$ cat config.mk
export PLATFORM = sky130hd
export DESIGN_NAME = fetch_sequencer_flat
export DESIGN_NICKNAME = d
export VERILOG_FILES = /design/src/rtl/cpu_pkg.sv /design/src/rtl/fetch_sequencer_if.sv /design/src/rtl/fetch_sequencer_pc_counter.sv /design/src/rtl/fetch_sequencer.sv /design/src/flat_wrapper.sv
export SDC_FILE = /design/constraint.sdc
export NUM_CORES = 1
export LEC_CHECK = 0
export CORE_MARGIN = 5
export CORE_UTILIZATION = 44
export CTS_BUF_LIST = sky130_fd_sc_hd__clkbuf_2
export DETAILED_ROUTE_END_ITERATION = 12
export PLACE_DENSITY = 0.77
export SYNTH_ARGS = -nofsm -noshare
export SYNTH_HDL_FRONTEND = slang
export SYNTH_SLANG_ARGS = --single-unit
$ cat constraint.sdc
create_clock -name clk -period 1.79 [get_ports clk]
set_input_delay 0.179 -clock clk [delete_from_list [all_inputs] [get_ports clk]]
set_output_delay 0.179 -clock clk [all_outputs]
set_load 0.02 [all_outputs]
$ cat src/rtl/cpu_pkg.sv
// Shared CPU definitions: sequencer state encoding, opcode map and small helpers
// used by the fetch/execute control path.
package cpu_pkg;

  typedef logic [2:0] seq_state_t;

  localparam seq_state_t ST_IDLE   = 3'd0;
  localparam seq_state_t ST_FETCH  = 3'd1;
  localparam seq_state_t ST_DECODE = 3'd2;
  localparam seq_state_t ST_START  = 3'd3;
  localparam seq_state_t ST_EXEC   = 3'd4;
  localparam seq_state_t ST_HALT   = 3'd5;

  typedef logic [2:0] opcode_t;

  localparam opcode_t OPC_ADD  = 3'b000;
  localparam opcode_t OPC_SUB  = 3'b001;
  localparam opcode_t OPC_AND  = 3'b010;
  localparam opcode_t OPC_OR   = 3'b011;
  localparam opcode_t OPC_LD   = 3'b100;
  localparam opcode_t OPC_ST   = 3'b101;
  localparam opcode_t OPC_JMP  = 3'b110;
  localparam opcode_t OPC_HALT = 3'b111;

  function automatic logic [15:0] sat_inc16(input logic [15:0] value);
    return (value == 16'hFFFF) ? value : value + 16'd1;
  endfunction

endpackage

$ cat src/rtl/fetch_sequencer_if.sv
// Sequencer-facing bundle: memory read handshake, IR capture and the
// execute-controller start/wait pair, plus status outputs.
interface fetch_sequencer_if #(
  parameter int PC_W = 9
);
  logic            run;
  logic            mem_ready;
  logic            exec_wait;
  logic [2:0]      ir_opcode;
  logic            mem_rd;
  logic [PC_W-1:0] mem_addr;
  logic            load_ir;
  logic            exec_start;
  logic [PC_W-1:0] pc;
  logic            halted;
  logic [15:0]     retired_cnt;

  modport master (
    input  run, mem_ready, exec_wait, ir_opcode,
    output mem_rd, mem_addr, load_ir, exec_start, pc, halted, retired_cnt
  );

  modport slave (
    output run, mem_ready, exec_wait, ir_opcode,
    input  mem_rd, mem_addr, load_ir, exec_start, pc, halted, retired_cnt
  );
endinterface

$ cat src/rtl/fetch_sequencer_pc_counter.sv
// Program counter register: loads its reset value, increments by one on
// request and wraps naturally at 2^W.
module pc_counter #(
  parameter int            W         = 9,
  parameter logic [W-1:0]  RESET_VAL = '0
) (
  input  logic         clk,
  input  logic         reset,
  input  logic         inc,
  output logic [W-1:0] pc
);
  localparam logic [W-1:0] ONE = {{(W-1){1'b0}}, 1'b1};

  // PC register with wrap-around increment
  always_ff @(posedge clk or posedge reset) begin
    if (reset) begin
      pc <= RESET_VAL;
    end else if (inc) begin
      pc <= pc + ONE;
    end
  end
endmodule

$ cat src/rtl/fetch_sequencer.sv
// Instruction sequencer: fetches from memory, loads IR, issues to the execute
// controller with a one-cycle start pulse and counts retired instructions.
module fetch_sequencer
  import cpu_pkg::*;
#(
  parameter int              PC_W     = 9,
  parameter logic [PC_W-1:0] RESET_PC = '0
) (
  input  logic               clk,
  input  logic               reset,
  fetch_sequencer_if.master  bus
);
  seq_state_t      state_r;
  seq_state_t      state_nxt_s;
  logic            pc_inc_s;
  logic            retire_s;
  logic            exec_first_r;
  logic            mem_rd_r;
  logic            exec_start_r;
  logic            halted_r;
  logic [15:0]     retired_cnt_r;
  logic [PC_W-1:0] pc_s;

  pc_counter #(
    .W         (PC_W),
    .RESET_VAL (RESET_PC)
  ) u_pc_counter (
    .clk   (clk),
    .reset (reset),
    .inc   (pc_inc_s),
    .pc    (pc_s)
  );

  // Next-state logic; the first EXEC cycle never completes because the
  // execute controller only drops its wait flag on the START edge.
  always_comb begin
    state_nxt_s = state_r;
    pc_inc_s    = 1'b0;
    retire_s    = 1'b0;
    case (state_r)
      ST_IDLE: begin
        if (bus.run) state_nxt_s = ST_FETCH;
        else         state_nxt_s = ST_IDLE;
      end
      ST_FETCH: begin
        if (bus.mem_ready) state_nxt_s = ST_DECODE;
        else               state_nxt_s = ST_FETCH;
      end
      ST_DECODE: begin
        if (bus.ir_opcode == OPC_HALT) begin
          state_nxt_s = ST_HALT;
        end else if (bus.exec_wait) begin
          pc_inc_s    = 1'b1;
          state_nxt_s = ST_START;
        end else begin
          state_nxt_s = ST_DECODE;
        end
      end
      ST_START: begin
        state_nxt_s = ST_EXEC;
      end
      ST_EXEC: begin
        if (!exec_first_r && bus.exec_wait) begin
          retire_s    = 1'b1;
          state_nxt_s = bus.run ? ST_FETCH : ST_IDLE;
        end else begin
          state_nxt_s = ST_EXEC;
        end
      end
      ST_HALT: begin
        state_nxt_s = ST_HALT;
      end
      default: begin
        state_nxt_s = ST_IDLE;
      end
    endcase
  end

  // State, registered Moore outputs and saturating retire counter
  always_ff @(posedge clk or posedge reset) begin
    if (reset) begin
      state_r       <= ST_IDLE;
      exec_first_r  <= 1'b0;
      mem_rd_r      <= 1'b0;
      exec_start_r  <= 1'b0;
      halted_r      <= 1'b0;
      retired_cnt_r <= 16'd0;
    end else begin
      state_r       <= state_nxt_s;
      exec_first_r  <= (state_r == ST_START);
      mem_rd_r      <= (state_nxt_s == ST_FETCH);
      exec_start_r  <= (state_nxt_s == ST_START);
      halted_r      <= (state_nxt_s == ST_HALT);
      if (retire_s) begin
        retired_cnt_r <= sat_inc16(retired_cnt_r);
      end
    end
  end

  // load_ir follows mem_ready combinationally while the read is outstanding
  assign bus.mem_rd      = mem_rd_r;
  assign bus.mem_addr    = pc_s;
  assign bus.load_ir     = mem_rd_r & bus.mem_ready;
  assign bus.exec_start  = exec_start_r;
  assign bus.pc          = pc_s;
  assign bus.halted      = halted_r;
  assign bus.retired_cnt = retired_cnt_r;
endmodule

$ cat src/flat_wrapper.sv
// flat-port wrapper written by rule: the top's interface ports become plain ports
module fetch_sequencer_flat import cpu_pkg::*;
#(
  parameter int              PC_W     = 9,
  parameter logic [PC_W-1:0] RESET_PC = '0
)
  (clk, reset, bus_run, bus_mem_ready, bus_exec_wait, bus_ir_opcode, bus_mem_rd, bus_mem_addr, bus_load_ir, bus_exec_start, bus_pc, bus_halted, bus_retired_cnt);
  fetch_sequencer_if #(.PC_W(PC_W)) bus_i ();
  input  logic clk;
  input  logic reset;
  input wire logic [$bits(bus_i.run)-1:0] bus_run;
  input wire logic [$bits(bus_i.mem_ready)-1:0] bus_mem_ready;
  input wire logic [$bits(bus_i.exec_wait)-1:0] bus_exec_wait;
  input wire logic [$bits(bus_i.ir_opcode)-1:0] bus_ir_opcode;
  output wire logic [$bits(bus_i.mem_rd)-1:0] bus_mem_rd;
  output wire logic [$bits(bus_i.mem_addr)-1:0] bus_mem_addr;
  output wire logic [$bits(bus_i.load_ir)-1:0] bus_load_ir;
  output wire logic [$bits(bus_i.exec_start)-1:0] bus_exec_start;
  output wire logic [$bits(bus_i.pc)-1:0] bus_pc;
  output wire logic [$bits(bus_i.halted)-1:0] bus_halted;
  output wire logic [$bits(bus_i.retired_cnt)-1:0] bus_retired_cnt;
  assign bus_i.run = bus_run;
  assign bus_i.mem_ready = bus_mem_ready;
  assign bus_i.exec_wait = bus_exec_wait;
  assign bus_i.ir_opcode = bus_ir_opcode;
  assign bus_mem_rd = bus_i.mem_rd;
  assign bus_mem_addr = bus_i.mem_addr;
  assign bus_load_ir = bus_i.load_ir;
  assign bus_exec_start = bus_i.exec_start;
  assign bus_pc = bus_i.pc;
  assign bus_halted = bus_i.halted;
  assign bus_retired_cnt = bus_i.retired_cnt;
  fetch_sequencer #(.PC_W(PC_W), .RESET_PC(RESET_PC)) u_core (.clk(clk), .reset(reset), .bus(bus_i));
endmodule
==> impl_metrics.toml, run 1 <==
[power_and_ir_drop]
p_leak_nw = 1.03
powerDensity_nw_per_um2 = 1060
vdd_drop_max_v = 0.000861

[grt]
antenna_found_initial = 0
overflow = 0
grt_usage = 0.158
grt_pass1_vias = 1406
grt_max_degree = 33
grt_pass1_wl_microns = 6280

[synthesis]
synth_top_family_by_area = "simple AND/OR/NAND/NOR gates"
syn_avg_cell_area_sq_um = 10.4
synthTopCellsByArea = "dfrtp_1, xor2_1, buf_4"
yosys.area_share.simple = 0.237
synth_xor_area_frac = 0.0903
synth_area_leader_cell = "dfrtp_1"
synth_edf_count = 0
yosysSeqAreaShare = 0.486
muxShareOfSynthArea = 0.0319
ys_async_sr_fraction = 1.00
synth_compound_area_frac = 0.0713
synth_top_area_share = 0.486
yosysUniqueCellTypes = 37
yosys_warnings = 0
ys.flop_type = "dfrtp_1"
synthesis.area_sq_um = 1650
netlist_instances = 158
synthAdderAreaFrac = 0.0152
synth.net_count = 168
ys_ff_latch = 32

[placement]
dp_cells = 253
place_congestion = 0.789
place_area_sq_um = 2180
port_buffers = 45
dpl.hpwl_microns = 2860

[timing]
slew_headroom = 0.741
grt_setup_unrepaired = "no"
hold_viol_final = 0
slew_violations = 0
setup_viol = 0
worst_slew_pin_slew_ns = 0.385
skew_ns = 0.0256
hold-worst-slack_ns = 0.165
period_minus_slack_ns = 1.66
max_freq_mhz = 601
post-route-period-util = 0.929

[run_status]
outcome = "finished, final reports clean"

[worst_setup_path]
crit_buf_inv = 0
startpoint_type = "register"
worst_path_dominant_cell_family = "simple AND/OR/NAND/NOR gates"
worst-path-max-fanout = 5
timing.critical_path.cells = "ha_2, and3_1, and4_1, nor2_2, mux2_1"
cp.required_ns = 2.05
endpoint_kind = "register"
slowest_stage = "dfrtp_1"
crit_type = "register to register"
cpPeakStageDelay_ns = 0.44
arrival_ns = 1.92

[cells_and_area]
nNetsFinal = 223
seq_area_sq_um = 802
layout-drive-gt1-share = 0.155
diodes = 0
syn2layout_area_growth_pct = 35.4
final_cells = 261
multi_input_area_sq_um = 742
fillers = 308
stdcell_area_sq_um = 2230

[min_path]
hp-class = "input pin to async pin"

[route]
drt_iter0_markers = 41
route.detailed.drc = 0
ant_nets = 0
wl_microns = 3730
avgViaCountPerCell = 5.29
wl_per_cell_microns = 14.3
drt_first_pass_iters = 4
num_vias = 1380

[die]
die_w_microns = 71.2
core_sq_um = 3630
io_pins = 46
row_count = 22
die_h_microns = 71.2
die_area_sq_um = 5070
initial_utilization = 0.454

[clock_tree]
cts_hold_buf = 0
cts_max_path_buffers = 2
root_buffer = "clkbuf_2"
cts_max_level = 2
numCtsBuffers = 5
cts_tree = "done"
clkLatencyLatePin_ns = 0.38
clkTransAtPathRegs_ns = 0.17
numClockSinks = 32

[job]
maxCapViolCount = 0
-- synth_stat cells (all sizes together) (2+ instances only) --
| cell | number |
|---|---|
| a21oi | 8 |
| a31oi | 4 |
| and2 | 2 |
| and3 | 5 |
| and4 | 5 |
| buf | 12 |
| dfrtp | 32 |
| ha | 2 |
| inv | 8 |
| mux2 | 2 |
| mux2i | 3 |
| nand2 | 14 |
| nand2b | 3 |
| nand3 | 8 |
| nand4 | 4 |
| nor2 | 6 |
| nor3 | 8 |
| nor3b | 2 |
| nor4 | 3 |
| o21ai | 3 |
| xnor2 | 5 |
| xor2 | 12 |
-- sequential cells by signal, indices dropped and copies added (netlist names) --
register                count
u_core.bus.mem_rd           1
u_core.bus.halted           1
u_core.bus.retired_cnt     16
u_core.state_r              3
u_core.bus.exec_start       1
u_core.exec_first_r         1
u_core.u_pc_counter.pc      9
-- cell usage in the layout, fill, tap and decap left out, drive strengths merged, types with 3 or more instances in the layout --
| cell type | n |
|---|---|
| clkdlybuf4s50 | 45 |
| dfrtp | 32 |
| buf | 15 |
| nand2 | 14 |
| xor2 | 12 |
| nor3 | 8 |
| a21oi | 8 |
| inv | 8 |
| nand3 | 8 |
| clkbuf | 6 |
| nor2 | 6 |
| and4 | 5 |
| and3 | 5 |
| xnor2 | 5 |
| a31oi | 4 |
| nand4 | 4 |
| nand2b | 3 |
| mux2i | 3 |
| nor4 | 3 |
| o21ai | 3 |
-- layer usage --
layer  global-route usage  share of wire  wire length (microns)  up-vias
met5                    0              0                      0        -
met4               0.0752          0.014                     53        0
met3               0.0393          0.064                    237        7
met2                0.273           0.52                   1940       42
met1                0.181           0.40                   1500      669
li1                     -              -                      -      662
-- metrics by stage --
step | util | setup WS [ns] | TNS (ns) | power [mW]
finish | 0.614 | 0.127 | 0 | 2.37
floorplan | - | 0.0267 | 0 | 1.60
global placement | 0.601 | -0.00306 | -0.00306 | 1.99
CTS | 0.611 | 0.0457 | 0 | 2.37
global route | 0.614 | 0.00314 | 0 | 2.52
detailed placement | 0.601 | -0.209 | -0.385 | 2.05
-- report_power, final --
part	total [mW]	leakage (nW)	switching (mW)	internal, mW
Sequential	0.991	0.421	0.138	0.853
Combinational	1.06	0.584	0.552	0.507
Clock	0.325	0.0288	0.232	0.0930
Total	2.37	1.03	0.922	1.45
-- cell type report --
cell class	count	share of cell area
tap	48	0.0269
clock buffer	6	0.0135
multi-input combinational	106	0.332
inverter	8	0.0135
sequential	32	0.359
clock inverter	1	0.00224
timing repair buffer	60	0.252
-- worst register-to-register path, cell delays in order, from the launching register on --
cell and delay (ns):
dfrtp_1 0.44, ha_2 0.19, and3_1 0.19, and4_1 0.27
nor2_2 0.15, mux2_1 0.33
-- path summary, 6_finish.rpt --
| check | from | end | slack, ns | cells after the start |
|---|---|---|---|---|
| worst min register to register | u_core.u_pc_counter.pc[8]$_DFFE_PP0P_ | u_core.u_pc_counter.pc[8]$_DFFE_PP0P_ | 0.50 | 1 |
| worst min-delay path | reset | u_core.u_pc_counter.pc[2]$_DFFE_PP0P_ | 0.17 | 3 |
| min in group clk | bus_mem_ready | u_core.state_r[1]$_DFF_PP0_ | 0.49 | 3 |
| worst max register to register | u_core.bus.retired_cnt[1]$_DFFE_PP0P_ | u_core.bus.retired_cnt[1]$_DFFE_PP0P_ | 0.13 | 5 |
| max in group asynchronous | reset | u_core.bus.retired_cnt[2]$_DFFE_PP0P_ | 1.29 | 3 |
| worst max-delay path | u_core.bus.retired_cnt[1]$_DFFE_PP0P_ | u_core.bus.retired_cnt[1]$_DFFE_PP0P_ | 0.13 | 5 |
-- kinds of logic (layout without fill, tap and decap cells) --
group           count (synthesis)  after routing
flops                          32             32
fa+ha+maj                       2              2
xor+xnor                       17             17
simple gates                   63             63
buf+inv                        20             75
mux                             5              5
compound gates                 19             19
-- what timing repair did --
action                                  4_1_cts  5_1_grt
endpoints found under the setup margin        0        4
setup buffers                                 0        1
gates resized for setup                       0        2
Power figures use the tool's default switching activity.
==> run 2: changes to the inputs <==
--- a/config.mk
+++ b/config.mk
@@ -7,2 +7,3 @@
 export LEC_CHECK = 0
+export CAP_MARGIN = 20
 export CORE_MARGIN = 5
==> constraint.sdc (replaced) <==
create_clock -name clk -period 1.79 [get_ports clk]
set_input_delay 0.2685 -clock clk [delete_from_list [all_inputs] [get_ports clk]]
set_output_delay 0.2685 -clock clk [all_outputs]
set_load 0.02 [all_outputs]
==> run 2 against run 1 <==
Net effect:
- flip-flop and latch count unchanged
- utilization grew 1.6 points
- maximum frequency shrank 4.1%
- combinational power barely moved
- setup slack lost 0.071 ns
- register-to-register slack lost 0.03 ns
- critical path type is now register to primary output
- total power up 0.78%
- clock skew down 0.0050 ns
==> impl_metrics.toml, run 2 (synthesis results as in run 1) <==
[run_status]
outcome = "finished, final reports clean"

[cells_and_area]
layout-drive-gt1-share = 0.179
diodes = 0
seq_area_sq_um = 806
post-route-util = 0.630
largest_register_ffs = 16
layout.cells.most_common = "clkdlybuf4s50_1"
mostFrequentLayoutCells = "clkdlybuf4s50_1, dfrtp_1, buf_4"
final_cells = 266
multi_input_area_sq_um = 737
nNetsFinal = 227
stdcell_area_sq_um = 2290
fillers = 298
syn2layout_area_growth_pct = 38.8

[route]
drt_iter0_markers = 47
ant_nets = 0
wl_microns = 3730
route.detailed.drc = 0
drt_first_pass_iters = 4
wl_per_cell_microns = 14.0
avgViaCountPerCell = 5.30
num_vias = 1409

[worst_setup_path]
endpoint_kind = "primary output"
startpoint_type = "register"
crit_buf_inv = 1
slowest_stage = "clkdlybuf4s50_1"
worst-path-max-fanout = 5
arrival_ns = 1.47
worst_path_dominant_cell_family = "buffers and inverters"
r2r_cells = 4
reg2reg_from = "u_core.exec_first_r$_DFF_PP0_"
cpPeakStageDelay_ns = 0.63
timing.critical_path.cells = "clkdlybuf4s50_1"
crit_type = "register to primary output"
rrSetupSlack_ns = 0.10
worst_r2r_endpoint = "u_core.bus.retired_cnt[14]$_DFFE_PP0P_"
cp-startpoint = "u_core.u_pc_counter.pc[0]$_DFFE_PP0P_"
cp.required_ns = 1.52

[power_and_ir_drop]
p_leak_nw = 1.21
vdd_drop_max_v = 0.000567
seq_power_share = 0.410
p_comb_frac = 0.446
clockPowerShare = 0.144
powerDensity_nw_per_um2 = 1050
sw_frac_of_total = 0.384
p_switching_mw = 0.918
p_int_mw = 1.47

[timing]
worst_slew_pin_slew_ns = 0.465
grt_setup_unrepaired = "no"
post-route-period-util = 0.969
skew_ns = 0.0206
max_freq_mhz = 577
hold_viol_final = 0
setup_viol = 0
hold-worst-slack_ns = 0.264
period_minus_slack_ns = 1.73
tns_ns = 0
slew_headroom = 0.689
slew_violations = 0

[clock_tree]
numCtsBuffers = 5
cts_max_path_buffers = 2
root_buffer = "clkbuf_2"
clkTransAtPathRegs_ns = 0.17
clkLatencyLatePin_ns = 0.37
numClockSinks = 32
cts_tree = "done"
cts_max_level = 2

[placement]
port_buffers = 45
place_congestion = 0.810
dp_cells = 256
dpl.hpwl_microns = 2770
place_area_sq_um = 2210

[die]
core_sq_um = 3630
die_w_microns = 71.2
initial_utilization = 0.454
die_area_sq_um = 5070
io_pins = 46
die_h_microns = 71.2
row_count = 22

[grt]
grt_pass1_wl_microns = 6640
antenna_found_initial = 0
grt_max_degree = 33
grt_usage = 0.161
grt_pass1_vias = 1506
overflow = 0

[job]
maxCapViolCount = 0

[min_path]
hp-class = "input pin to async pin"
[run 2: cell count changes in the layout (fill, tap and decap cells not counted), sizes merged]
| cell | previous run | this run |
|---|---|---|
| clkbuf | 6 | 7 |
| clkdlybuf4s50 | 45 | 35 |
| dlymetal6s2s | 0 | 10 |
| buf | 15 | 19 |
[run 2: area by class of cell]
type | count | area share
clock buffers | 7 | 0.0153
clock inverters | 1 | 0.00164
inverters | 8 | 0.0131
multi-input cells | 106 | 0.322
flip-flops and latches | 32 | 0.352
well taps | 48 | 0.0262
repair buffers | 64 | 0.270
[run 2: worst max-delay path by stage]
stage / end / cells past startpoint
finish: bus_pc[0] / 1
global route: u_core.bus.retired_cnt[8]$_DFFE_PP0P_ / 6
CTS: bus_retired_cnt[3] / 2
detailed placement: u_core.bus.retired_cnt[11]$_DFFE_PP0P_ / 5
global placement: u_core.bus.retired_cnt[11]$_DFFE_PP0P_ / 5
floorplan: u_core.bus.retired_cnt[1]$_DFFE_PP0P_ / 5
[run 2: repair_timing]
item | in CTS | in global routing
resized for setup | 1 | 13
pin swaps | 0 | 1
endpoints found under the setup margin | 1 | 18
hold buffers | 0 | 0
setup buffers | 0 | 2
[run 2: power groups by stage]
| stage | combinational, mW | clock [mW] | sequential [mW] |
|---|---|---|---|
| floorplan | 0.499 | 0 | 1.11 |
| global placement | 1.02 | 0 | 0.989 |
| detailed placement | 1.05 | 0 | 0.998 |
| CTS | 1.06 | 0.356 | 0.985 |
| global route | 1.17 | 0.382 | 1.01 |
| finish | 1.07 | 0.344 | 0.982 |
[run 2: metrics by stage]
| stage | power, mW | setup WS (ns) |
|---|---|---|
| after floorplan | 1.60 | 0.0267 |
| after global placement | 2.01 | -0.118 |
| after detailed placement | 2.05 | -0.197 |
| after CTS | 2.40 | 0.0000686 |
| after global routing | 2.55 | 0.00223 |
| final | 2.39 | 0.0560 |
[run 2: per-layer routing]
layer / track usage / vias up / share of wire
met3: 0.0505 / 11 / 0.060
met2: 0.272 / 45 / 0.50
met5: 0 / - / 0
li1: - / 668 / -
met4: 0.0814 / 0 / 0.028
met1: 0.181 / 685 / 0.41
